$ cat config.mk
export PLATFORM = sky130hd
export DESIGN_NAME = ps2_mac_kbd_fifo
export DESIGN_NICKNAME = d
export VERILOG_FILES = /design/src/rtl/ps2_mac_kbd_fifo.sv
export SDC_FILE = /design/constraint.sdc
export NUM_CORES = 1
export LEC_CHECK = 0
export ABC_AREA = 1
export BUFFER_PORTS_ARGS = -buffer_cell sky130_fd_sc_hd__buf_2
export CAP_MARGIN = 25
export CELL_PAD_IN_SITES_DETAIL_PLACEMENT = 0
export CELL_PAD_IN_SITES_GLOBAL_PLACEMENT = 1
export CORE_MARGIN = 2
export CORE_UTILIZATION = 35
export DETAILED_ROUTE_END_ITERATION = 10
export PLACE_DENSITY = 0.66
export SETUP_SLACK_MARGIN = 0.2
export SLEW_MARGIN = 10
export SYNTH_ARGS = -nofsm -noshare
export SYNTH_HDL_FRONTEND = slang
export SYNTH_SLANG_ARGS = --single-unit
$ cat constraint.sdc
create_clock -name clk -period 3.6 [get_ports clk]
set_clock_uncertainty 0.2 [all_clocks]
set_input_delay 0.36 -clock clk [delete_from_list [all_inputs] [get_ports clk]]
set_output_delay 0.36 -clock clk [all_outputs]
set_load 0.01 [all_outputs]
$ cat src/rtl/ps2_mac_kbd_fifo.sv
// PS/2 set-2 byte decoder feeding a key-event FIFO, drained by the Mac Plus
// keyboard command/reply engine (test, model, instant, inquiry).
module ps2_mac_kbd_fifo #(
  parameter int unsigned FIFO_DEPTH = 8,
  parameter int unsigned PACE_W     = 22,
  parameter int unsigned TICK_SHORT = 'h000fff,
  parameter int unsigned TICK_LONG  = 'h3fffff,
  parameter logic [7:0]  MODEL_ID   = 8'h03,
  parameter logic [7:0]  TEST_ACK   = 8'h7d
) (
  input  logic                          clk,
  input  logic                          reset_n,
  input  logic                          ce,
  input  logic [7:0]                    ibyte,
  input  logic                          istrobe,
  output logic [8:0]                    key_addr,
  input  logic [8:0]                    key_code,
  input  logic [7:0]                    data_out,
  input  logic                          strobe_out,
  output logic [7:0]                    data_in,
  output logic                          strobe_in,
  output logic                          capslock,
  output logic                          overflow,
  output logic [$clog2(FIFO_DEPTH):0]   fifo_level
);

  localparam int unsigned       AW        = $clog2(FIFO_DEPTH);
  localparam logic [AW:0]       DEPTH_L   = (AW+1)'(FIFO_DEPTH);
  localparam logic [PACE_W-1:0] T_SHORT   = PACE_W'(TICK_SHORT);
  localparam logic [PACE_W-1:0] T_LONG    = PACE_W'(TICK_LONG);
  localparam logic [7:0]        NULL_BYTE = 8'h7b;
  localparam logic [7:0]        KP_PREFIX = 8'h79;
  localparam logic [8:0]        CAPS_ADDR = 9'h058;

  // ---------------- PS/2 prefix decoder ----------------
  logic       brk_reg, ext_reg;
  logic [2:0] skip_reg;
  logic [8:0] key_addr_reg;
  logic       look_reg, look_brk_reg;
  logic       ev_reg, ev_brk_reg;
  logic [8:0] ev_addr_reg;

  always_ff @(posedge clk) begin
    if (!reset_n) begin
      brk_reg      <= 1'b0;
      ext_reg      <= 1'b0;
      skip_reg     <= 3'd0;
      key_addr_reg <= 9'h000;
      look_reg     <= 1'b0;
      look_brk_reg <= 1'b0;
      ev_reg       <= 1'b0;
      ev_brk_reg   <= 1'b0;
      ev_addr_reg  <= 9'h000;
    end else begin
      // ROM data lags key_addr by one clk, so the event is resolved one stage later
      look_reg    <= 1'b0;
      ev_reg      <= look_reg;
      ev_brk_reg  <= look_brk_reg;
      ev_addr_reg <= key_addr_reg;
      if (istrobe) begin
        if (skip_reg != 3'd0) begin
          skip_reg <= skip_reg - 3'd1;
        end else begin
          case (ibyte)
            8'hE1: skip_reg <= 3'd7;
            8'hF0: brk_reg  <= 1'b1;
            8'hE0: ext_reg  <= 1'b1;
            8'hFA, 8'hAA, 8'hEE, 8'hFE: begin end
            default: begin
              key_addr_reg <= {ext_reg, ibyte};
              look_brk_reg <= brk_reg;
              look_reg     <= 1'b1;
              ext_reg      <= 1'b0;
              brk_reg      <= 1'b0;
            end
          endcase
        end
      end
    end
  end

  // ---------------- event rules ----------------
  logic       capslock_reg, caps_held_reg;
  logic       ev_mapped, ev_caps;
  logic       push_req;
  logic [8:0] push_data;
  logic       key_code_unused;

  assign key_code_unused = key_code[7];
  assign ev_mapped = key_code[6:0] != 7'h7b;
  assign ev_caps   = ev_addr_reg == CAPS_ADDR;

  always_comb begin
    push_req  = 1'b0;
    push_data = {key_code[8], ev_brk_reg, key_code[6:0]};
    if (ev_reg && ev_mapped) begin
      if (ev_caps) begin
        // locking key: up bit reflects the new lock state, not the physical key
        push_req  = !ev_brk_reg && !caps_held_reg;
        push_data = {key_code[8], capslock_reg, key_code[6:0]};
      end else begin
        push_req = 1'b1;
      end
    end
  end

  always_ff @(posedge clk) begin
    if (!reset_n) begin
      capslock_reg  <= 1'b0;
      caps_held_reg <= 1'b0;
    end else if (ev_reg && ev_mapped && ev_caps) begin
      if (ev_brk_reg) begin
        caps_held_reg <= 1'b0;
      end else if (!caps_held_reg) begin
        caps_held_reg <= 1'b1;
        capslock_reg  <= ~capslock_reg;
      end
    end
  end

  // ---------------- event FIFO ----------------
  logic [8:0]    mem [FIFO_DEPTH];
  logic [AW-1:0] wr_ptr_reg, rd_ptr_reg;
  logic [AW:0]   count_reg;
  logic          overflow_reg;
  logic          fifo_empty, fifo_full, push_ok, pop, flush;
  logic [8:0]    head;

  assign fifo_empty = count_reg == '0;
  assign fifo_full  = count_reg == DEPTH_L;
  assign push_ok    = push_req && (!fifo_full || pop);
  assign head       = mem[rd_ptr_reg];

  always_ff @(posedge clk) begin
    if (push_ok) mem[wr_ptr_reg] <= push_data;
  end

  always_ff @(posedge clk) begin
    if (!reset_n) begin
      wr_ptr_reg   <= '0;
      rd_ptr_reg   <= '0;
      count_reg    <= '0;
      overflow_reg <= 1'b0;
    end else begin
      if (push_req && fifo_full && !pop) overflow_reg <= 1'b1;
      if (flush) begin
        wr_ptr_reg <= '0;
        rd_ptr_reg <= '0;
        count_reg  <= '0;
      end else begin
        if (push_ok) wr_ptr_reg <= wr_ptr_reg + 1'b1;
        if (pop)     rd_ptr_reg <= rd_ptr_reg + 1'b1;
        case ({push_ok, pop})
          2'b10:   count_reg <= count_reg + 1'b1;
          2'b01:   count_reg <= count_reg - 1'b1;
          default: count_reg <= count_reg;
        endcase
      end
    end
  end

  // ---------------- Mac command engine ----------------
  logic [PACE_W-1:0] pace_reg;
  logic cmd_test_reg, cmd_model_reg, cmd_instant_reg, cmd_inq_reg, kp_phase_reg;
  logic at_short, past_short, at_long;
  logic fire_test, fire_model, fire_instant, fire_inq, fire;
  logic kp_set, kp_clr;
  logic [7:0] reply_byte;

  assign at_short     = pace_reg == T_SHORT;
  assign past_short   = pace_reg >= T_SHORT;
  assign at_long      = pace_reg == T_LONG;
  assign fire_test    = cmd_test_reg && at_short;
  assign fire_model   = cmd_model_reg && at_short;
  assign fire_instant = cmd_instant_reg && at_short;
  assign fire_inq     = cmd_inq_reg && past_short && (!fifo_empty || at_long);
  // a fresh command in the same ce cycle supersedes any pending reply
  assign fire = ce && !strobe_out && (fire_test || fire_model || fire_instant || fire_inq);

  always_comb begin
    reply_byte = NULL_BYTE;
    pop        = 1'b0;
    kp_set     = 1'b0;
    kp_clr     = 1'b0;
    flush      = 1'b0;
    if (fire) begin
      if (fire_test) begin
        reply_byte = TEST_ACK;
      end else if (fire_model) begin
        reply_byte = MODEL_ID;
        flush      = 1'b1;
      end else if (!fifo_empty) begin
        if (head[8] && !kp_phase_reg) begin
          reply_byte = KP_PREFIX;
          kp_set     = 1'b1;
        end else begin
          reply_byte = head[7:0];
          pop        = 1'b1;
          kp_clr     = 1'b1;
        end
      end
    end
  end

  always_ff @(posedge clk) begin
    if (!reset_n) begin
      pace_reg        <= '0;
      cmd_test_reg    <= 1'b0;
      cmd_model_reg   <= 1'b0;
      cmd_instant_reg <= 1'b0;
      cmd_inq_reg     <= 1'b0;
      kp_phase_reg    <= 1'b0;
    end else if (ce) begin
      if (strobe_out) begin
        pace_reg        <= '0;
        cmd_test_reg    <= data_out == 8'h36;
        cmd_model_reg   <= data_out == 8'h16;
        cmd_instant_reg <= data_out == 8'h14;
        cmd_inq_reg     <= data_out == 8'h10;
      end else begin
        if (pace_reg != T_LONG) pace_reg <= pace_reg + 1'b1;
        if (fire) begin
          cmd_test_reg    <= 1'b0;
          cmd_model_reg   <= 1'b0;
          cmd_instant_reg <= 1'b0;
          cmd_inq_reg     <= 1'b0;
        end
      end
      if (flush || kp_clr)  kp_phase_reg <= 1'b0;
      else if (kp_set)      kp_phase_reg <= 1'b1;
    end
  end

  assign key_addr   = key_addr_reg;
  assign data_in    = reply_byte;
  assign strobe_in  = fire;
  assign capslock   = capslock_reg;
  assign overflow   = overflow_reg;
  assign fifo_level = count_reg;

endmodule

==> metrics.txt, run 1 <==
main combinational cell family by area after synthesis=simple AND/OR/NAND/NOR gates; post-DP HPWL=10400 µm; top cells by area, synth=edfxtp_1, dfxtp_1, nand2_1, nor2_1, inv_1; CP Class=register to register; fin crit period=3.07 ns; initial antenna violation count=0; Synth area leader=edfxtp_1; DR pass1 iterations=7; Remaining DRCs=0; Setup crit start kind=register; Place WS=0.420 ns; clk sinks=142; max reg flops=72; DIE AREA=0.0192 mm²; largest net degree at the start of global routing=21; Die Wd=138 µm; Synth Area in Compound Gates=0.121; postcts setup bufs=0; post-synthesis mux area share=0; most common cell in the synthesized netlist=nand2_1; Clock Path Buffers=2; via count=5037; GP Congestion=0.797; hold path startpoint=key_code[8]; 1st-iter DRT viols=319; Critical Path RT=3.71 ns; slew margin rel.=0.567; Final Instance Count excl. Fillers=1016; Max Cap Viol=0; Post-Synth Simple-Gate Area=0.225; setup tns final=0 ns; setup repair after global routing missed its margin=no; core area=0.0178 mm²; Ports=54; r2r worst-path depth=18; Mapped Nets=742; Worst R2R End=fifo_level[3]; hold path depth=1; initial core utilization=0.354; Yosys reg bits=142; CTS tree=yes; Worst-Margin Slew=0.644 ns; Seq/Total Area, Yosys=0.564; gr usage total=0.162; Ys Warns=0; # setup viols final=0; CP arrival=3.18 ns; first-pass GRT wire length=24500 µm; Seq. cell area=0.00356 mm²; std cell rows=49; CTS Buf Count=17; Post-synth EDFFs=72; Setup crit end kind=register; Die Y=138 µm; XOR/XNOR Fraction of Synth Area=0.0125; met3 WL=672 µm; P&R area growth vs syn=19.0%; htree depth=4; Mapped Area=0.00632 mm²; outcome=complete, no violations; setup slack, reg-to-reg=0.53 ns; final setup margin=0.527 ns; wire length per cell=14.7 µm; met2 routed WL=6990 µm; Antenna Nets Post-Route=0; multi-input logic area=0.00238 mm²; Fillers=1781; Clk pin slew, worst setup/hold paths=0.06 ns; fin. max-slew vios=0; ys flop type=edfxtp_1; Tcrit/Tclk final=0.854; global route total overflow=0; total routed wirelength=14900 µm; Vias/cell=4.96; DRT met1 WL=6940 µm; Post-Synth Adder-Cell Area=0.0170; Async SR Flop Fraction=0; power after layout=3970 µW; end of the worst hold path=mem[0][8]; IO Port Bufs=52; post-synth top area share=0.342; final hold viol count=0; type of the most critical hold path=input port to register; worst skew pair latency=0.42 ns; share of post-route cells with drive strength above 1=0.170; Top Metal Used=met4; nets=812; vias in the first global route=4830; Avg Inst Size Synth=8.98 µm²; Distinct cells, synth=43; Leak=0.00297 µW; Max VDD drop=0.373 mV; Commonest cells post-synth=nand2_1, nor2_1, edfxtp_1, inv_1, dfxtp_1; Final Hold Slack=0.0187 ns; Max Fanout on Critical Path=9; R2R Path Start=pace_reg[0]; fmax=325 MHz; root buffer cell=clkbuf_16; Inst Count DP=984; ANT cells=0; post-synthesis instance total=704; power density cells=527 mW/mm²
-- logic make-up (layout without fill, tap and decap cells) --
logic type               count (synthesis)  count (layout)
adder cells (fa/ha/maj)                  8               8
XOR/XNOR                                 9               9
AO/OA/AOI/OAI                          131             131
flip-flops                             142             142
AND/OR/NAND/NOR                        315             315
buffers and inverters                   99             182
-- repair_timing --
item	4_1_cts	5_1_grt
hold buffers	0	0
gates resized for setup	0	3
setup endpoints to repair	0	1
-- per-layer routing --
metal	vias to the layer above	track usage
met2	113	0.265
met5	-	0
li1	2543	-
met1	2354	0.209
met4	0	0.0639
met3	27	0.0364
-- where the power goes --
group | internal, µW | switching (µW) | leakage [µW]
Sequential | 1800 | 44.0 | 0.00122
Clock | 1040 | 685 | 0.000288
Combinational | 137 | 257 | 0.00146
Total | 2980 | 986 | 0.00297
-- worst max-delay path, stage by stage, from the launching register on --
cell     delay (ns)
dfxtp_2        0.38
ha_1           0.22
nand2_1        0.10
nor2_1         0.17
nand3_2        0.17
a21oi_1        0.20
nand2_1        0.08
nand2_2        0.12
nand3_4        0.16
inv_6          0.15
nand2_4        0.08
inv_1          0.10
ha_1           0.26
a21oi_1        0.14
nand2_1        0.09
nand3_1        0.10
nand2_2        0.06
a21oi_1        0.13
nor2_1         0.06
-- through the flow --
step	area, µm²	utilization
finish	7520	0.422
global route	7520	0.422
CTS	7510	0.421
detailed placement	6930	0.388
global placement	6930	0.388
floorplan	6320	-
-- cell usage in the layout, fill, tap and decap left out, types with 12 or more instances in the layout --
master / count
nand3_1: 36
a21oi_1: 47
nor2_1: 79
nand2_1: 133
a211oi_1: 12
nor3_1: 26
clkbuf_16: 19
dfxtp_1: 69
buf_4: 19
edfxtp_1: 72
o21ai_0: 34
inv_1: 72
buf_2: 52
-- area by class of cell --
type                       count  area share
clock buffer                  21      0.0644
inverter                      79      0.0404
multi-input combinational    463       0.316
tap                          229      0.0381
timing repair buffer          71      0.0536
clock inverter                11      0.0140
sequential                   142       0.474
-- how the worst max path moves through the flow --
stage / startpoint / cells after the start / to
finish: pace_reg[0] / 18 / fifo_level[3]
global route: pace_reg[0] / 19 / fifo_level[3]
CTS: pace_reg[0] / 18 / fifo_level[3]
detailed placement: pace_reg[0] / 18 / fifo_level[3]
global placement: pace_reg[0] / 18 / fifo_level[3]
floorplan: pace_reg[0] / 11 / mem[1][0]
Note: power is estimated with default switching activity, not from simulation.
==> run 2: changes to the inputs <==
--- a/config.mk
+++ b/config.mk
@@ -8,12 +8,11 @@
 export ABC_AREA = 1
 export BUFFER_PORTS_ARGS = -buffer_cell sky130_fd_sc_hd__buf_2
 export CAP_MARGIN = 25
-export CELL_PAD_IN_SITES_DETAIL_PLACEMENT = 0
-export CELL_PAD_IN_SITES_GLOBAL_PLACEMENT = 1
 export CORE_MARGIN = 2
 export CORE_UTILIZATION = 35
+export CTS_CLUSTER_SIZE = 25
 export DETAILED_ROUTE_END_ITERATION = 10
-export PLACE_DENSITY = 0.66
+export PLACE_DENSITY = 0.54
 export SETUP_SLACK_MARGIN = 0.2
 export SLEW_MARGIN = 10
 export SYNTH_ARGS = -nofsm -noshare
==> run 2 against run 1 <==
- sequential power barely moved
- final cell count fell by 0.30%
- wire length fell by 1.3%
- register-to-register slack got worse by 0.13 ns
- via count fell by 0.58%
- combinational power fell by 2%
- core utilization fell by 0.38 points
- flip-flop and latch count did not move
- first-iteration DRC count rose by 20%
- largest cell class unchanged
==> metrics.txt, run 2 (synthesized netlist as in run 1, its figures left out) <==
Ports=54; CP top delay family=simple AND/OR/NAND/NOR gates; gr usage total=0.158; setup tns final=0 ns; Critical Path RT=3.71 ns; type of the most critical hold path=input port to register; Final Instance Count excl. Fillers=1013; fin crit period=3.20 ns; Vias/cell=4.94; via count=5008; Clk pin slew, worst setup/hold paths=0.06 ns; fin. max-slew vios=0; nets=809; largest net degree at the start of global routing=21; CP arrival=3.31 ns; Max Fanout on Critical Path=9; wire length per cell=14.5 µm; Max VDD drop=0.331 mV; Final Hold Slack=0.0356 ns; fmax=312 MHz; Inst Count DP=981; clk sinks=142; postcts setup bufs=0; IO Port Bufs=52; end of the worst hold path=mem[7][8]; post-DP HPWL=10300 µm; ANT cells=0; power after layout=3840 µW; slew margin rel.=0.560; DR pass1 iterations=5; Leak=0.00293 µW; max reg flops=72; most common cell after layout, fill and taps aside=nand2_1; Setup crit start kind=register; Antenna Nets Post-Route=0; std cell rows=49; CP Cell Sequence=ha_2 > nand2_1 > nor2_1 > nand3_2 > nor2_2 > o31ai_1 > nand2_2 > nand3_4 > inv_6 > nand2_4 > inv_1 > ha_1 > a21oi_1 > nand2_1 > nand3_1 > nand2_2 > a21oi_1 > nor2_1; Remaining DRCs=0; vias in the first global route=4742; Place WS=0.376 ns; CP Buf/Inv Count=2; first-pass GRT wire length=24100 µm; WP depth=18; CP Class=register to register; share of post-route cells with drive strength above 1=0.167; DIE AREA=0.0192 mm²; Clock Path Buffers=2; setup repair after global routing missed its margin=yes; GP Congestion=0.815; Max Cap Viol=0; power density cells=515 mW/mm²; outcome=complete, no violations; slowest stage delay, CP=0.43 ns; root buffer cell=clkbuf_16; Worst-Margin Slew=0.655 ns; Setup crit end kind=register; global route total overflow=0; R2R Path Start=pace_reg[0]; initial antenna violation count=0; setup slack, reg-to-reg=0.40 ns; initial core utilization=0.354; final setup margin=0.396 ns; final hold viol count=0; Fillers=1741; worst skew pair latency=0.42 ns; hold path startpoint=key_code[8]; Die Wd=138 µm; hold path depth=1; Worst R2R End=fifo_level[3]; CP max-delay cell=dfxtp_1; Tcrit/Tclk final=0.890; CTS tree=yes; core area=0.0178 mm²; P&R area growth vs syn=17.9%; Die Y=138 µm; CTS Buf Count=17; # setup viols final=0; commonest cells after routing, fill and taps aside=nand2_1, nor2_1, inv_1, edfxtp_1, dfxtp_1; 1st-iter DRT viols=382; total routed wirelength=14700 µm; htree depth=4; r2r worst-path depth=18
==> run 2: what timing repair did <==
action / 4_1_cts / 5_1_grt
resized for setup: 0 / 3
hold endpoints to repair: 0 / 0
hold buffers: 0 / 0
endpoints found under the setup margin: 0 / 5
==> run 2: where the power goes <==
part           leakage (µW)  internal (µW)  switching [µW]  total [µW]
Combinational       0.00145            134             253         387
Clock              0.000265            958             651        1610
Sequential          0.00122           1800            44.7        1850
==> run 2: layer usage <==
layer | wire, µm | up-vias | track usage
met2 | 6990 | 115 | 0.258
li1 | - | 2532 | -
met5 | 0 | - | 0
met1 | 6950 | 2344 | 0.204
met4 | 215 | 0 | 0.0628
met3 | 576 | 17 | 0.0367
==> run 2: worst max-delay path by stage <==
stage / from / to
after floorplan: pace_reg[0] / mem[1][0]
after global placement: register / fifo_level[3]
after detailed placement: pace_reg[0] / fifo_level[3]
after CTS: pace_reg[0] / fifo_level[3]
after global routing: pace_reg[0] / fifo_level[3]
final: pace_reg[0] / fifo_level[3]
==> run 2: final cells by class <==
class                           count  area, µm²  share of cell area
Inverter                           79        304              0.0408
Clock buffer                       20        447              0.0599
Sequential cell                   142       3560               0.478
Tap cell                          229        287              0.0384
Timing Repair Buffer               68        380              0.0510
Multi-Input combinational cell    463       2380               0.319
Clock inverter                     12       96.3              0.0129
==> run 2: metrics by stage <==
stage / utilization / cell area (µm²)
after detailed placement: 0.387 / 6900
after floorplan: - / 6320
after global routing: 0.418 / 7460
after CTS: 0.417 / 7450
after global placement: 0.387 / 6900
final: 0.418 / 7460
==> run 3: changes to the inputs <==
--- a/config.mk
+++ b/config.mk
@@ -5,7 +5,7 @@
 export SDC_FILE = /design/constraint.sdc
 export NUM_CORES = 1
 export LEC_CHECK = 0
-export ABC_AREA = 1
+export ABC_AREA = 0
 export BUFFER_PORTS_ARGS = -buffer_cell sky130_fd_sc_hd__buf_2
 export CAP_MARGIN = 25
 export CORE_MARGIN = 2
==> constraint.sdc (replaced) <==
create_clock -name clk -period 3.6 [get_ports clk]
set_clock_uncertainty 0.2 [all_clocks]
set_input_delay 0.54 -clock clk [delete_from_list [all_inputs] [get_ports clk]]
set_output_delay 0.54 -clock clk [all_outputs]
set_load 0.01 [all_outputs]
==> run 3 against run 2 <==
- total power fell by 2.3%
- non-clock buffer count up 1
- final area decreased by 2.2%
- core utilization increased by 0.80 points
- maximum frequency is 2.7% lower
- first-iteration DRC count decreased by 46%
- die area is 3.8% lower
- area after synthesis shrank 3.9%
- wire length fell by 13%
- via count decreased by 19%
- critical endpoint is now data_in[2]
- largest cell class unchanged
- largest power group unchanged
==> metrics.txt, run 3 <==
initial antenna violation count=0; postcts setup bufs=0; P&R area growth vs syn=20.0%; Commonest cells post-synth=edfxtp_1, dfxtp_1, nor2_1; DIE AREA=0.0184 mm²; power density cells=515 mW/mm²; Post-synth EDFFs=72; Clk pin slew, worst setup/hold paths=0.06 ns; GRT met2 Usage=0.231; post-synth top area share=0.356; commonest cells after routing, fill and taps aside=edfxtp_1, dfxtp_1, nor2_1; XOR/XNOR Fraction of Synth Area=0.0332; final hold viol count=0; GP Congestion=0.754; outcome=complete, no violations; met1 Track Usage GR=0.196; Remaining DRCs=0; ys flop type=edfxtp_1; Synth Area in Compound Gates=0.0727; share of post-route cells with drive strength above 1=0.242; type of the most critical hold path=input port to register; fin. max-slew vios=0; GRT met3 Usage=0.0352; ANT cells=0; clk sinks=142; core area=0.0171 mm²; setup repair after global routing missed its margin=yes; most common cell after layout, fill and taps aside=edfxtp_1; main combinational cell family by area after synthesis=simple AND/OR/NAND/NOR gates; Post-Synth Adder-Cell Area=0.0177; Synth area leader=edfxtp_1; Setup crit start kind=register; post-synthesis mux area share=0.0947; Critical Path RT=2.86 ns; slew margin rel.=0.369; post-DP HPWL=8860 µm; htree depth=4; top cells by area, synth=edfxtp_1, dfxtp_1, mux4_2, nor2_1, mux2i_1; hold path startpoint=istrobe; via count=4060; IO Port Bufs=52; Max VDD drop=0.301 mV; Seq/Total Area, Yosys=0.586; Worst R2R End=fifo_level[3]; Async SR Flop Fraction=0; root buffer cell=clkbuf_16; post-synthesis instance total=502; max reg flops=72; Ys Warns=0; Leak=0.00258 µW; Distinct cells, synth=60; 1st-iter DRT viols=206; Vias/cell=5.01; first-pass GRT wire length=20600 µm; end of the worst hold path=skip_reg[0]; # setup viols final=0; Setup crit end kind=primary output; std cell rows=48; Die Y=136 µm; Mapped Area=0.00608 mm²; Max Cap Viol=0; DR pass1 iterations=4; fmax=304 MHz; Final Hold Slack=0.178 ns; worst skew pair latency=0.42 ns; nets=611; Mapped Nets=540; largest net degree at the start of global routing=22; CTS Buf Count=17; CTS tree=yes; r2r worst-path depth=11; Post-Synth Simple-Gate Area=0.175; setup slack, reg-to-reg=0.40 ns; CP arrival=2.55 ns; Tcrit/Tclk final=0.915; vias in the first global route=3949; Ports=54; Max Fanout on Critical Path=5; Yosys reg bits=142; busiest grt layer=met2; wire length per cell=15.8 µm; total routed wirelength=12800 µm; fin crit period=3.29 ns; initial core utilization=0.355; Worst-Margin Slew=0.934 ns; Clock Path Buffers=2; most common cell in the synthesized netlist=edfxtp_1; Antenna Nets Post-Route=0; Die Wd=136 µm; R2R Path Start=pace_reg[16]; hold path depth=2; gr usage total=0.148; CP Class=register to primary output; Avg Inst Size Synth=12.1 µm²; setup tns final=0 ns; global route total overflow=0
-- run 3: cell types whose count changed after synthesis, sizes merged, moves of 11 or more --
cell	change
inv	-65
and2	+11
o21ai	-26
nand3	-24
mux2i	+17
mux4	+17
nor3	-15
nor2	-27
nand2	-98
a21oi	-34
-- run 3: how the worst max path moves through the flow --
stage | startpoint | end | slack, ns | depth (start not counted)
detailed placement | pace_reg[4] | fifo_level[3] | 0.32 | 11
global placement | pace_reg[4] | fifo_level[3] | 0.37 | 11
finish | pace_reg[0] | data_in[2] | 0.31 | 9
CTS | register | data_in[7] | 0.19 | 8
floorplan | pace_reg[0] | mem[0][0] | 0.31 | 8
global route | register | data_in[6] | 0.15 | 8
-- run 3: cell type report --
cell class	instances	area, µm²
fillers	1593	9830
flip-flops and latches	142	3560
repair buffers	69	392
inverters	14	52.6
clock inverters	14	143
well taps	225	282
multi-input cells	329	2430
clock buffers	18	429
-- run 3: kinds of logic (layout without fill, tap and decap cells) --
logic type	after synthesis	count (layout)
AOI/OAI and AO/OA	62	62
muxes	36	36
and+or+nand+nor	200	200
xor gates and xnor gates	23	23
buffers and inverters	31	115
DFF	142	142
adders and majority gates	8	8
-- run 3: per-layer routing --
layer	wire [µm]	share of wire
met3	459	0.036
met4	269	0.021
met1	6220	0.49
met5	0	0
met2	5870	0.46
-- run 3: timing repair --
item / in CTS / in global routing
hold buffers: 0 / 0
endpoints found under the setup margin: 1 / 8
resized for setup: 2 / 5
-- run 3: worst max-delay path: stages, from the launching register on --
cell and delay [ns]:
dfxtp_1 0.39, ha_1 0.22, nand3_1 0.11, nor3b_1 0.22, buf_4 0.18, a2bb2oi_2 0.20
nor2_1 0.07, nor2_1 0.16, a21boi_0 0.37, buf_2 0.21
-- run 3: per-stage QoR --
step | cells | power, µW | instance area (µm²) | setup slack (ns) | util
after floorplan | 502 | 2000 | 6090 | 0.305 | -
after global placement | 779 | 2090 | 6690 | 0.372 | 0.391
after detailed placement | 779 | 2100 | 6690 | 0.322 | 0.391
after CTS | 811 | 3800 | 7280 | 0.191 | 0.425
after global routing | 811 | 3890 | 7290 | 0.152 | 0.426
final | 811 | 3750 | 7290 | 0.306 | 0.426
-- run 3: report_power, final --
group	total, µW	leakage, µW	internal, µW	switching (µW)
clock network	1690	0.000268	1020	671
registers	1780	0.00121	1750	28.2
logic	286	0.00111	118	168
